===== config.mk =====
export PLATFORM = sky130hd
export DESIGN_NAME = egress_collector
export DESIGN_NICKNAME = d
export VERILOG_FILES = /design/src/rtl/egress_collector.sv
export SDC_FILE = /design/constraint.sdc
export NUM_CORES = 1
export LEC_CHECK = 0
export BUFFER_PORTS_ARGS = -buffer_cell sky130_fd_sc_hd__buf_2
export CAP_MARGIN = 15
export CORE_MARGIN = 2
export CORE_UTILIZATION = 46
export CTS_BUF_LIST = sky130_fd_sc_hd__clkbuf_4 sky130_fd_sc_hd__clkbuf_8 sky130_fd_sc_hd__clkbuf_16
export DETAILED_ROUTE_END_ITERATION = 12
export GPL_TIMING_DRIVEN = 0
export MAX_ROUTING_LAYER = met4
export PLACE_DENSITY = 0.76
export SYNTH_ARGS = -nofsm -noshare
export SYNTH_HDL_FRONTEND = slang
export SYNTH_SLANG_ARGS = --single-unit

===== constraint.sdc =====
create_clock -name clk -period 1.8 [get_ports clk]
set_input_delay 0.09 -clock clk [delete_from_list [all_inputs] [get_ports clk]]
set_output_delay 0.09 -clock clk [all_outputs]
set_load 0.05 [all_outputs]

===== src/rtl/egress_collector.sv =====
// egress_collector: tagged output queue behind an arbiter.
// Captures each granted word with its source tag, presents the queue head over
// valid/ready, gates the arbiter's requests by remaining queue credit, and
// flags multi-hot grants and grants that arrive with no space.
// Optional per-source delivered-word counters: define EGRESS_STATS_EN.
module egress_collector #(
  parameter int NUM_REQS = 2,
  parameter int WIDTH    = 8,
  parameter int DEPTH    = 4,
  parameter int SW       = (NUM_REQS > 1) ? $clog2(NUM_REQS) : 1
) (
  input  logic                     clk,
  input  logic                     rst,
  input  logic [NUM_REQS-1:0]      reqs_in,
  output logic [NUM_REQS-1:0]      reqs_out,
  input  logic [NUM_REQS-1:0]      gnt,
  input  logic [WIDTH-1:0]         data_in,
  output logic                     out_vld,
  input  logic                     out_rdy,
  output logic [WIDTH-1:0]         out_data,
  output logic [SW-1:0]            out_src,
  output logic [$clog2(DEPTH):0]   count,
  output logic                     err_multi,
  output logic                     err_ovf,
  input  logic                     stat_clr,
  output logic [NUM_REQS*16-1:0]   stat_counts
);

  localparam int PW = $clog2(DEPTH);
  localparam int CW = PW + 1;
  localparam int EW = WIDTH + SW;

  logic [EW-1:0]   mem [DEPTH];
  logic [PW-1:0]   wr_ptr;
  logic [PW-1:0]   rd_ptr;
  logic [CW-1:0]   cnt;

  logic [SW-1:0]   src_tag;
  logic            tag_found;
  logic            push_req;
  logic            push_ok;
  logic            push_ovf;
  logic            pop;
  logic            multi_hot;
  logic [EW-1:0]   head;

  // Source tag is the index of the lowest set grant bit.
  always_comb begin
    src_tag   = '0;
    tag_found = 1'b0;
    for (int unsigned i = 0; i < NUM_REQS; i++) begin
      if (gnt[i] && !tag_found) begin
        src_tag   = SW'(i);
        tag_found = 1'b1;
      end
    end
  end

  // Push/pop qualification; a full queue still accepts a word when the head
  // leaves in the same cycle.
  always_comb begin
    push_req  = |gnt;
    multi_hot = |(gnt & (gnt - NUM_REQS'(1)));
    pop       = out_vld && out_rdy;
    push_ok   = push_req && ((cnt < CW'(DEPTH)) || pop);
    push_ovf  = push_req && !push_ok;
  end

  // Queue storage; contents need no reset since out_vld qualifies them.
  always_ff @(posedge clk) begin
    if (push_ok) begin
      mem[wr_ptr] <= {src_tag, data_in};
    end
  end

  // Pointers and occupancy.
  always_ff @(posedge clk or posedge rst) begin
    if (rst) begin
      wr_ptr <= '0;
      rd_ptr <= '0;
      cnt    <= '0;
    end else begin
      if (push_ok) begin
        wr_ptr <= wr_ptr + PW'(1);
      end
      if (pop) begin
        rd_ptr <= rd_ptr + PW'(1);
      end
      case ({push_ok, pop})
        2'b10:   cnt <= cnt + CW'(1);
        2'b01:   cnt <= cnt - CW'(1);
        default: cnt <= cnt;
      endcase
    end
  end

  // Sticky protocol-violation flags, cleared only by reset.
  always_ff @(posedge clk or posedge rst) begin
    if (rst) begin
      err_multi <= 1'b0;
      err_ovf   <= 1'b0;
    end else begin
      if (multi_hot) begin
        err_multi <= 1'b1;
      end
      if (push_ovf) begin
        err_ovf <= 1'b1;
      end
    end
  end

  // Head presentation straight from storage; zeroed while empty so the
  // outputs are defined after reset without resetting the storage array.
  always_comb begin
    head     = mem[rd_ptr];
    out_vld  = (cnt != '0);
    out_data = out_vld ? head[WIDTH-1:0] : '0;
    out_src  = out_vld ? head[EW-1:WIDTH] : '0;
    count    = cnt;
  end

  // Credit gate: one slot is kept back for a grant already in flight.
  always_comb begin
    reqs_out = (cnt <= CW'(DEPTH - 2)) ? reqs_in : '0;
  end

`ifdef EGRESS_STATS_EN
  logic [15:0] stat_q [NUM_REQS];

  // Per-source delivered-word counters; clear wins over an increment.
  always_ff @(posedge clk or posedge rst) begin
    if (rst) begin
      for (int unsigned i = 0; i < NUM_REQS; i++) begin
        stat_q[i] <= '0;
      end
    end else if (stat_clr) begin
      for (int unsigned i = 0; i < NUM_REQS; i++) begin
        stat_q[i] <= '0;
      end
    end else begin
      for (int unsigned i = 0; i < NUM_REQS; i++) begin
        if (pop && (out_src == SW'(i)) && (stat_q[i] != '1)) begin
          stat_q[i] <= stat_q[i] + 16'd1;
        end
      end
    end
  end

  // Flatten counters onto the output bus, source i at [16i+15:16i].
  always_comb begin
    stat_counts = '0;
    for (int unsigned i = 0; i < NUM_REQS; i++) begin
      stat_counts[i*16 +: 16] = stat_q[i];
    end
  end
`else
  logic unused_stat_clr;

  // Statistics disabled: bus tied off, clear input has no effect.
  always_comb begin
    stat_counts     = '0;
    unused_stat_clr = stat_clr;
  end
`endif

endmodule


==> summary.txt, run 1 <==
Power
  – Areal power density over the cells: 1840 mW/mm^2
  – Total power after layout: 5.05 mW
  – IR drop worst, VDD: 0.898 mV
  – Static power due to leakage: 1.22 nW

Timing
  – Worst Setup Slack, final: 0.0123 ns
  – Top achievable clock speed: 0.559 GHz
  – Final setup violation count: 0
  – Summed negative setup slack over all endpoints: 0 ns
  – Minimum clock period after layout: 1.79 ns
  – Final period utilization: 99.3%
  – Clock tree skew after final layout: 0.00582 ns
  – RSZ-0062 raised after global routing: true
  – Final Hold Viols: 0
  – Slew Viols, Final: 0

Synthesis
  – Number of cells produced by synthesis: 137
  – Mean instance size in the synthesized netlist: 15.5 sq um
  – Library cells used by synthesis: 25
  – Netlist Area Pre-Place: 0.00212 sq mm
  – Seq cells post-synth: 45
  – Yosys warning count: 0
  – Sequential fraction of the synthesis area: 61.7%

Setup path
  – Classification of the worst setup path: reg -> reg
  – Levels on crit path: 8
  – Capturing instance or port of the critical path: count[2]
  – End of the worst register-to-register path: count[2]
  – Worst Setup SP: count[0]
  – Chain of cells forming the critical path: or3_4, and2_4, ha_4, inv_2, fa_2, xor2_1, nor2_1, xor2_1
  – Worst setup SP type: flip-flop
  – Worst stage delay on the critical path: 0.41 ns
  – FF-to-FF setup slack: 0.01 ns
  – Arrival time of the worst setup path: 1.97 ns
  – Type of element capturing the critical path: flip-flop
  – Crit path buffers/inverters: 1
  – Cells on worst reg2reg path: 8
  – Cell family contributing the most delay on the critical path: simple AND/OR/NAND/NOR gates
  – Highest fanout seen on the critical path: 3
  – Critical Path Most Common Cell: xor2_1
  – Worst reg2reg path startpoint: count[0]
  – Data required, critical path: 1.98 ns
  – Critical-path cell with the highest stage delay: dfrtp_2

Run
  – Maximum capacitance violations: 0

Layout
  – Area growth from synthesis to layout: 29.8%
  – Most common cell after layout, fill and taps aside: buf_4
  – Filler Cells Inserted: 331
  – Net count, final: 236
  – Number of diodes added for antenna fixing: 0
  – Share of cells above drive strength 1: 49.8%
  – Count of placed standard cells in the final layout, fillers left out: 267
  – Area of all sequential standard cells: 0.00131 sq mm
  – Design Area, Final: 0.00275 sq mm
  – Most frequent cells in the layout: buf_4 (39), edfxtp_1 (36), conb_1 (32), buf_2 (24)
  – Multi-input gate area: 691 sq um

Clock tree
  – Number of H-tree levels: 2
  – Reg clk slew, reported paths: 0.09 ns
  – Worst-Skew Late Latency: 0.29 ns
  – CTS Root Cell: clkbuf_8
  – Maximum count of clock buffers along a single path: 2
  – Sinks on the clock net: 45
  – Number of buffers inserted during clock tree synthesis: 5
  – TritonCTS clock tree: built

Routing
  – Number of nets with antenna violations after detailed routing: 0
  – Post-route DRC violation count: 0
  – DRT iter0 DRCs: 23
  – Total via count in the routed design: 1,134
  – First-pass detailed-route iteration total: 4
  – DR WL/cell: 11.7 microns
  – Routed Wire Length: 3130 microns
  – DR vias/cell: 4.25

Floorplanning
  – Die W: 71.8 microns
  – Initial core utilization: 48.3%
  – Std cell rows: 24
  – Chip height: 71.8 microns
  – Die Area: 0.00516 sq mm
  – Area of the core: 0.00438 sq mm
  – Number of top-level pins: 65

Global route
  – Largest net degree at the start of global routing: 17
  – Overflow left after global routing: 0
  – Initial antenna violation count: 0
  – Combined global-route utilization of all metal layers: 13.2%
  – Number of global-route vias before repair: 1,057
  – Global-route wire length before repair: 4890 microns

Place
  – Post-DP HPWL: 2260 microns
  – Final weighted congestion in routability-driven placement: 0.688
  – Number of buffers inserted by port buffering: 31
  – Total placed cells including tap cells: 251
  – Area of placed instances: 0.00248 sq mm
  – Minimum setup slack after placement: -0.0242 ns

Outcome
  – Outcome: complete, no violations

Hold path
  – Class of the tightest hold or removal check: in -> reg
-- synth_stat cells (all sizes together) --
master / n / area [sq um]
edfxtp: 36 / 1080
buf: 34 / 256
and2: 16 / 100
dfrtp: 9 / 225
mux4: 9 / 206
inv: 7 / 26.3
ha: 5 / 62.6
xnor2: 3 / 26.3
xor2: 3 / 26.3
nor2: 2 / 7.51
nor2b: 2 / 12.5
a21o: 1 / 7.51
a21oi: 1 / 5.00
clkbuf: 1 / 3.75
conb: 1 / 3.75
fa: 1 / 20.0
mux2: 1 / 11.3
mux2i: 1 / 10.0
nand2b: 1 / 6.26
nand3: 1 / 5.00
o21bai: 1 / 7.51
or3: 1 / 6.26
-- sequential cells by signal, summed over array words and instances (netlist names) --
| name | cells |
|---|---|
| mem | 36 |
| err_ovf | 1 |
| err_multi | 1 |
| wr_ptr | 2 |
| count | 3 |
| rd_ptr | 2 |
-- cell families after synthesis --
family,synth area share (%)
muxes,10.8
xor gates and xnor gates,2.48
other,0.177
adders and majority gates,3.90
buffers and inverters,13.5
and+or+nand+nor,6.50
AOI/OAI and AO/OA,0.946
DFF,61.7
-- area by class of cell --
type                            instances  area share (%)
Buffer                                 35            9.65
Clock buffer                            5            2.50
Clock inverter                          3            1.73
Inverter                                7           0.956
Multi-Input combinational cell         81            25.1
Sequential cell                        45            47.7
Tap cell                               52            2.37
Timing Repair Buffer                   39            9.97
-- worst min-delay path by stage --
stage          startpoint         to  slack, ns  cells after the start
2_1_floorplan         rst  err_multi      -0.08                      1
3_3_place_gp          rst  wr_ptr[1]       0.07                      2
3_5_place_dp          rst  wr_ptr[1]       0.07                      2
4_1_cts        data_in[5]  mem[2][5]      0.003                      1
5_1_grt        data_in[5]  mem[3][5]     0.0007                      1
6_report       data_in[5]  mem[3][5]      0.005                      1
-- report_power, final --
group          internal (mW)  switching (mW)  leakage (nW)
registers               1.44          0.0961         0.428
clock network          0.423           0.341        0.0591
logic                   1.14            1.61         0.733
-- per-stage QoR --
step	util [%]	hold slack (ns)
finish	62.7	0.00516
global placement	56.6	0.0730
global route	62.7	0.000689
detailed placement	56.6	0.0698
floorplan	-	-0.0823
CTS	61.5	0.00334
-- worst reg2reg max path, stage by stage, from the launching register on --
cell and delay, ns:
dfrtp_2 0.41, or3_4 0.39, and2_4 0.16, ha_4 0.15, inv_2 0.05, fa_2 0.18
xor2_1 0.14, nor2_1 0.06, xor2_1 0.13
-- routing by layer --
layer  part of all wire (%)  track usage [%]  vias to the layer above
met3                    9.1             5.49                        5
met1                     39             14.0                      518
met2                     50             22.3                       45
li1                       -                -                      566
met5                      0                -                        -
met4                    1.2             4.40                        0
-- what timing repair did --
| action | in CTS | in global routing |
|---|---|---|
| hold buffers | 1 | 0 |
| endpoints found under the hold margin | 9 | 0 |
| buffers inserted | 6 | 1 |
| endpoints found under the setup margin | 11 | 11 |
| pin swaps | 0 | 3 |
| cloned | 0 | 0 |
| resized for setup | 14 | 17 |
No activity file was read; power rests on OpenSTA's default activity.
==> run 2: changes to the inputs <==
Settings changed: HOLD_SLACK_MARGIN set to 0.03.
==> run 2 against run 1 <==
Clock power grew 0.5%. Critical path depth is the same. Largest power group unchanged. Final area grew 4.1%. Count of clock-buffer cells in the layout is the same. Utilization grew 2.5 points. Largest cell class unchanged.
==> summary.txt, run 2 (synthesis gave the netlist of run 1 again) <==
Outcome
  – Outcome: complete, no violations (unchanged)

Timing
  – Final setup violation count: 0 (unchanged)
  – Worst Setup Slack, final: 0.0125 ns (was 0.0123 ns)
  – Top achievable clock speed: 0.559 GHz (about the same)
  – RSZ-0062 raised after global routing: true (unchanged)
  – Final Hold Viols: 0 (unchanged)
  – Final period utilization: 99.3% (about the same)
  – Minimum clock period after layout: 1.79 ns (about the same)
  – Slew Viols, Final: 0 (unchanged)
  – Clock tree skew after final layout: 0.00851 ns (was 0.00582 ns)

Place
  – Post-DP HPWL: 2260 microns (unchanged)
  – Number of buffers inserted by port buffering: 31 (unchanged)
  – Minimum setup slack after placement: -0.0242 ns (unchanged)
  – Final weighted congestion in routability-driven placement: 0.688 (unchanged)
  – Area of placed instances: 0.00248 sq mm (unchanged)

Routing
  – Routed Wire Length: 3280 microns (was 3130 microns)
  – DRT iter0 DRCs: 20 (was 23)
  – Number of nets with antenna violations after detailed routing: 0 (unchanged)
  – DR vias/cell: 4.29 (was 4.25)
  – Post-route DRC violation count: 0 (unchanged)
  – Total via count in the routed design: 1,193 (was 1,134)
  – First-pass detailed-route iteration total: 4 (unchanged)
  – DR WL/cell: 11.8 microns (was 11.7 microns)

Power
  – Static power due to leakage: 1.26 nW (was 1.22 nW)
  – Areal power density over the cells: 1790 mW/mm^2 (was 1840 mW/mm^2)
  – IR drop worst, VDD: 0.979 mV (was 0.898 mV)
  – Total power after layout: 5.11 mW (was 5.05 mW)

Floorplanning
  – Area of the core: 0.00438 sq mm (unchanged)
  – Die Area: 0.00516 sq mm (unchanged)
  – Std cell rows: 24 (unchanged)
  – Die W: 71.8 microns (unchanged)
  – Number of top-level pins: 65 (unchanged)
  – Chip height: 71.8 microns (unchanged)
  – Initial core utilization: 48.3% (unchanged)

Clock tree
  – Number of H-tree levels: 2 (unchanged)
  – Worst-Skew Late Latency: 0.29 ns (about the same)
  – Sinks on the clock net: 45 (unchanged)
  – Number of buffers inserted during clock tree synthesis: 5 (unchanged)
  – TritonCTS clock tree: built (unchanged)
  – CTS Root Cell: clkbuf_8 (unchanged)
  – Maximum count of clock buffers along a single path: 2 (unchanged)
  – Reg clk slew, reported paths: 0.08 ns (was 0.09 ns)

Layout
  – Share of cells above drive strength 1: 47.8% (was 49.8%)
  – Most common cell after layout, fill and taps aside: buf_4 (unchanged)
  – Most frequent cells in the layout: buf_4 (40), edfxtp_1 (36), conb_1 (32), buf_2 (24), dlygate4sd3_1 (11) (was buf_4 (39), edfxtp_1 (36), conb_1 (32), buf_2 (24))
  – Net count, final: 247 (was 236)
  – Filler Cells Inserted: 317 (was 331)
  – Register name with the most flops: mem (unchanged)
  – Final core utilization: 65.2% (was 62.7%)
  – Max reg flops: 36 (unchanged)
  – Design Area, Final: 0.00286 sq mm (was 0.00275 sq mm)
  – Number of diodes added for antenna fixing: 0 (unchanged)
  – Area growth from synthesis to layout: 35.0% (was 29.8%)

Setup path
  – Cells on worst reg2reg path: 8 (unchanged)
  – Arrival time of the worst setup path: 1.97 ns (about the same)
  – End of the worst register-to-register path: count[2] (unchanged)
  – Worst Setup SP: count[0] (unchanged)
  – Type of element capturing the critical path: flip-flop (unchanged)
  – Capturing instance or port of the critical path: count[2] (unchanged)
  – Classification of the worst setup path: reg -> reg (unchanged)
  – FF-to-FF setup slack: 0.01 ns (about the same)
  – Worst setup SP type: flip-flop (unchanged)
  – Highest fanout seen on the critical path: 3 (unchanged)
  – Worst reg2reg path startpoint: count[0] (unchanged)
  – Data required, critical path: 1.99 ns (was 1.98 ns)

Global route
  – Met1 Usage GRT: 15.2% (was 14.0%)
  – Number of global-route vias before repair: 1,098 (was 1,057)
  – Highest-utilization routing layer at the global route stage: met2 (unchanged)
  – Overflow left after global routing: 0 (unchanged)
  – Initial antenna violation count: 0 (unchanged)
  – Grt met3 use: 5.34% (was 5.49%)
  – Global-route wire length before repair: 5090 microns (was 4890 microns)
  – Combined global-route utilization of all metal layers: 13.8% (was 13.2%)
  – Met2 Usage GRT: 22.9% (was 22.3%)
  – Largest net degree at the start of global routing: 17 (unchanged)

Hold path
  – Class of the tightest hold or removal check: in -> reg (unchanged)

Run
  – Maximum capacitance violations: 0 (unchanged)
-- run 2: cell types whose count changed in the layout (fill, tap and decap cells not counted), sizes merged --
cell	change
dlygate4sd3	+10
buf	+1
-- run 2: worst max-delay path, stage by stage, from the launching register on --
cell     delay (ns)
dfrtp_2        0.41
or3_4          0.39
and2_4         0.16
ha_4           0.15
inv_2          0.05
fa_2           0.18
xor2_1         0.14
nor2_1         0.06
xor2_1         0.13
-- run 2: repair_timing --
| action | CTS | global route |
|---|---|---|
| pin swaps | 0 | 3 |
| setup buffers | 6 | 2 |
| endpoints found under the hold margin | 42 | 0 |
| hold buffers | 11 | 0 |
| resized for setup | 14 | 18 |
| setup endpoints to repair | 11 | 11 |
-- run 2: power breakdown --
group	switching [mW]	total, mW	internal, mW	leakage (nW)
Clock	0.344	0.768	0.423	0.0591
Sequential	0.0943	1.53	1.44	0.428
Combinational	1.63	2.81	1.19	0.778
-- run 2: per-stage QoR --
| stage | TNS [ns] | hold slack, ns | instances |
|---|---|---|---|
| after floorplan | -1.14 | -0.0823 | 168 |
| after global placement | -0.0157 | 0.0730 | 251 |
| after detailed placement | -0.0411 | 0.0698 | 251 |
| after CTS | -0.0120 | 0.0830 | 276 |
| after global routing | -0.174 | 0.111 | 278 |
| final | 0 | 0.105 | 278 |
-- run 2: routing by layer --
layer | routed length [microns] | up-vias
li1 | - | 587
met1 | 1280 | 536
met2 | 1620 | 62
met3 | 342 | 8
met4 | 41 | 0
met5 | 0 | -
-- run 2: layout make-up --
class	instances	area [sq um]	area share, %
plain buffers	35	265	9.28
clock inverters	3	47.5	1.66
flip-flops and latches	45	1310	45.8
inverters	7	26.3	0.919
repair buffers	50	385	13.5
clock buffers	5	68.8	2.41
multi-input cells	81	691	24.2
well taps	52	65.1	2.28
-- run 2: how the worst min path moves through the flow --
stage / start / to / slack, ns / cells after the start
after floorplan: rst / err_multi / -0.08 / 1
after global placement: rst / wr_ptr[1] / 0.07 / 2
after detailed placement: rst / wr_ptr[1] / 0.07 / 2
after CTS: out_rdy / rd_ptr[1] / 0.08 / 3
after global routing: out_rdy / rd_ptr[1] / 0.11 / 3
final: out_rdy / rd_ptr[1] / 0.10 / 3
==> run 3: changes to the inputs <==
Settings changed: CAP_MARGIN 15 to unset, CORE_UTILIZATION 46 to 45, PLACE_DENSITY 0.76 to 0.74.
==> run 3 against run 2 <==
The run now ends with negative setup slack left. Critical path depth unchanged. Cell count rose by 0.36%. Combinational power is 7.1% higher. First-iteration DRC count grew to 2.6 times the previous value. Clock skew shrank 0.0016 ns. Worst setup slack got worse by 0.028 ns. Register-to-register slack got worse by 0.03 ns. Hold slack got worse by 0.029 ns. Critical endpoint unchanged. Highest routed layer unchanged.
==> summary.txt, run 3 (synthesis gave the netlist of run 1 again) <==
Outcome
  – Outcome: complete, but fails checks (was complete, no violations)
  – Violated checks: negative setup slack

Global route
  – Number of global-route vias before repair: 1,127 (was 1,098)
  – Initial antenna violation count: 0 (unchanged)
  – Overflow left after global routing: 0 (unchanged)
  – Combined global-route utilization of all metal layers: 14.1% (was 13.8%)
  – Global-route wire length before repair: 5300 microns (was 5090 microns)
  – Largest net degree at the start of global routing: 14 (was 17)

Timing
  – Worst Setup Slack, final: -0.0159 ns (was 0.0125 ns)
  – Slew Viols, Final: 0 (unchanged)
  – RSZ-0062 raised after global routing: true (unchanged)
  – Final setup violation count: 1 (was 0)
  – Top achievable clock speed: 0.551 GHz (was 0.559 GHz)
  – Minimum clock period after layout: 1.82 ns (was 1.79 ns)
  – Final period utilization: 101% (was 99.3%)
  – Summed negative setup slack over all endpoints: -0.0159 ns (was 0 ns)
  – Final Hold Viols: 0 (unchanged)
  – Clock tree skew after final layout: 0.00688 ns (was 0.00851 ns)

Floorplanning
  – Area of the core: 0.00444 sq mm (was 0.00438 sq mm)
  – Number of top-level pins: 65 (unchanged)
  – Die W: 72.6 microns (was 71.8 microns)
  – Std cell rows: 24 (unchanged)
  – Chip height: 72.6 microns (was 71.8 microns)
  – Die Area: 0.00527 sq mm (was 0.00516 sq mm)
  – Initial core utilization: 47.6% (was 48.3%)

Clock tree
  – Worst-Skew Late Latency: 0.30 ns (was 0.29 ns)
  – Number of buffers inserted during clock tree synthesis: 5 (unchanged)
  – Sinks on the clock net: 45 (unchanged)
  – Number of H-tree levels: 2 (unchanged)
  – TritonCTS clock tree: built (unchanged)
  – Maximum count of clock buffers along a single path: 2 (unchanged)
  – Reg clk slew, reported paths: 0.08 ns (about the same)
  – CTS Root Cell: clkbuf_8 (unchanged)

Setup path
  – Data required, critical path: 1.98 ns (was 1.99 ns)
  – Critical-path cell with the highest stage delay: dfrtp_2 (unchanged)
  – Worst stage delay on the critical path: 0.41 ns (about the same)
  – Worst setup SP type: flip-flop (unchanged)
  – Cell family contributing the most delay on the critical path: simple AND/OR/NAND/NOR gates (unchanged)
  – Highest fanout seen on the critical path: 3 (unchanged)
  – Critical Path Most Common Cell: xor2_1 (unchanged)
  – Classification of the worst setup path: reg -> reg (unchanged)
  – Arrival time of the worst setup path: 2.00 ns (was 1.97 ns)
  – Crit path buffers/inverters: 1 (unchanged)
  – Chain of cells forming the critical path: or3_4, and2_4, ha_4, inv_2, fa_2, xor2_1, nor2_1, xor2_1 (unchanged)
  – Type of element capturing the critical path: flip-flop (unchanged)

Routing
  – Total via count in the routed design: 1,205 (was 1,193)
  – Number of nets with antenna violations after detailed routing: 0 (unchanged)
  – DRT iter0 DRCs: 51 (was 20)
  – Post-route DRC violation count: 0 (unchanged)
  – DR WL/cell: 13.0 microns (was 11.8 microns)
  – Routed Wire Length: 3640 microns (was 3280 microns)
  – First-pass detailed-route iteration total: 4 (unchanged)
  – DR vias/cell: 4.32 (was 4.29)

Layout
  – Number of diodes added for antenna fixing: 0 (unchanged)
  – Area of all sequential standard cells: 0.00131 sq mm (about the same)
  – Share of cells above drive strength 1: 48.5% (was 47.8%)
  – Most common cell after layout, fill and taps aside: buf_4 (unchanged)
  – Area growth from synthesis to layout: 37.5% (was 35.0%)
  – Max reg flops: 36 (unchanged)
  – Filler Cells Inserted: 335 (was 317)
  – Net count, final: 248 (was 247)
  – Design Area, Final: 0.00291 sq mm (was 0.00286 sq mm)
  – Most frequent cells in the layout: buf_4 (39), edfxtp_1 (36), conb_1 (32), buf_2 (23), dlygate4sd3_1 (11) (was buf_4 (40), edfxtp_1 (36), conb_1 (32), buf_2 (24), dlygate4sd3_1 (11))
  – Multi-input gate area: 693 sq um (was 691 sq um)
  – Final core utilization: 65.5% (was 65.2%)
  – Register name with the most flops: mem (unchanged)

Place
  – Area of placed instances: 0.00248 sq mm (unchanged)
  – Number of buffers inserted by port buffering: 31 (unchanged)
  – Final weighted congestion in routability-driven placement: 0.711 (was 0.688)
  – Minimum setup slack after placement: -0.0413 ns (was -0.0242 ns)
  – Post-DP HPWL: 2320 microns (was 2260 microns)

Power
  – IR drop worst, VDD: 1.20 mV (was 0.979 mV)
  – Total power after layout: 5.31 mW (was 5.11 mW)
  – Static power due to leakage: 1.29 nW (was 1.26 nW)
  – Areal power density over the cells: 1820 mW/mm^2 (was 1790 mW/mm^2)

Run
  – Maximum capacitance violations: 0 (unchanged)

Hold path
  – Class of the tightest hold or removal check: in -> reg (unchanged)
==> run 3: final cells by class <==
| type | count | area share [%] |
|---|---|---|
| buffer | 35 | 9.20 |
| clock buffer | 6 | 2.62 |
| clock inverter | 2 | 1.16 |
| inverter | 7 | 0.903 |
| multi-input combinational | 81 | 23.8 |
| sequential | 45 | 45.1 |
| tap | 52 | 2.24 |
| timing repair buffer | 51 | 15.0 |
==> run 3: timing repair <==
item                                   in CTS  in global routing
gates cloned                                0                  1
setup endpoints to repair                  12                 11
endpoints found under the hold margin      42                  0
hold buffers                               11                  0
gates resized for setup                    13                 28
setup buffers                               6                  2
pin swaps                                   0                 10
==> run 3: tightest hold or removal path, cell delays in order <==
cell	delay [ns]
buf_2	0.11
nand3_1	0.08
xnor2_1	0.06
==> run 3: worst paths after layout <==
check                            endpoint  slack (ns)  cells after the start      from
worst max-delay path             count[2]       -0.02                      8  count[0]
worst min-delay path            rd_ptr[1]        0.08                      3   out_rdy
worst max register to register   count[2]       -0.02                      8  count[0]
worst min register to register    err_ovf        0.51                      1   err_ovf
max in group asynchronous       rd_ptr[0]        1.23                      3       rst
min in group asynchronous       wr_ptr[0]        0.29                      3       rst
==> run 3: per-layer routing <==
metal	global-route usage (%)	up-vias	wire length, microns
li1	-	592	-
met3	4.14	6	252
met5	-	-	0
met4	4.32	0	38
met2	23.6	52	1880
met1	16.3	555	1470
==> run 3: metrics by stage <==
| stage | hold WS (ns) | instances |
|---|---|---|
| CTS | 0.0794 | 276 |
| finish | 0.0760 | 279 |
| floorplan | -0.0823 | 168 |
| global placement | 0.0739 | 251 |
| global route | 0.107 | 279 |
| detailed placement | 0.0741 | 251 |
==> run 3: power by group <==
| group | internal (mW) | switching [mW] |
|---|---|---|
| registers | 1.44 | 0.116 |
| clock network | 0.425 | 0.320 |
| logic | 1.33 | 1.67 |
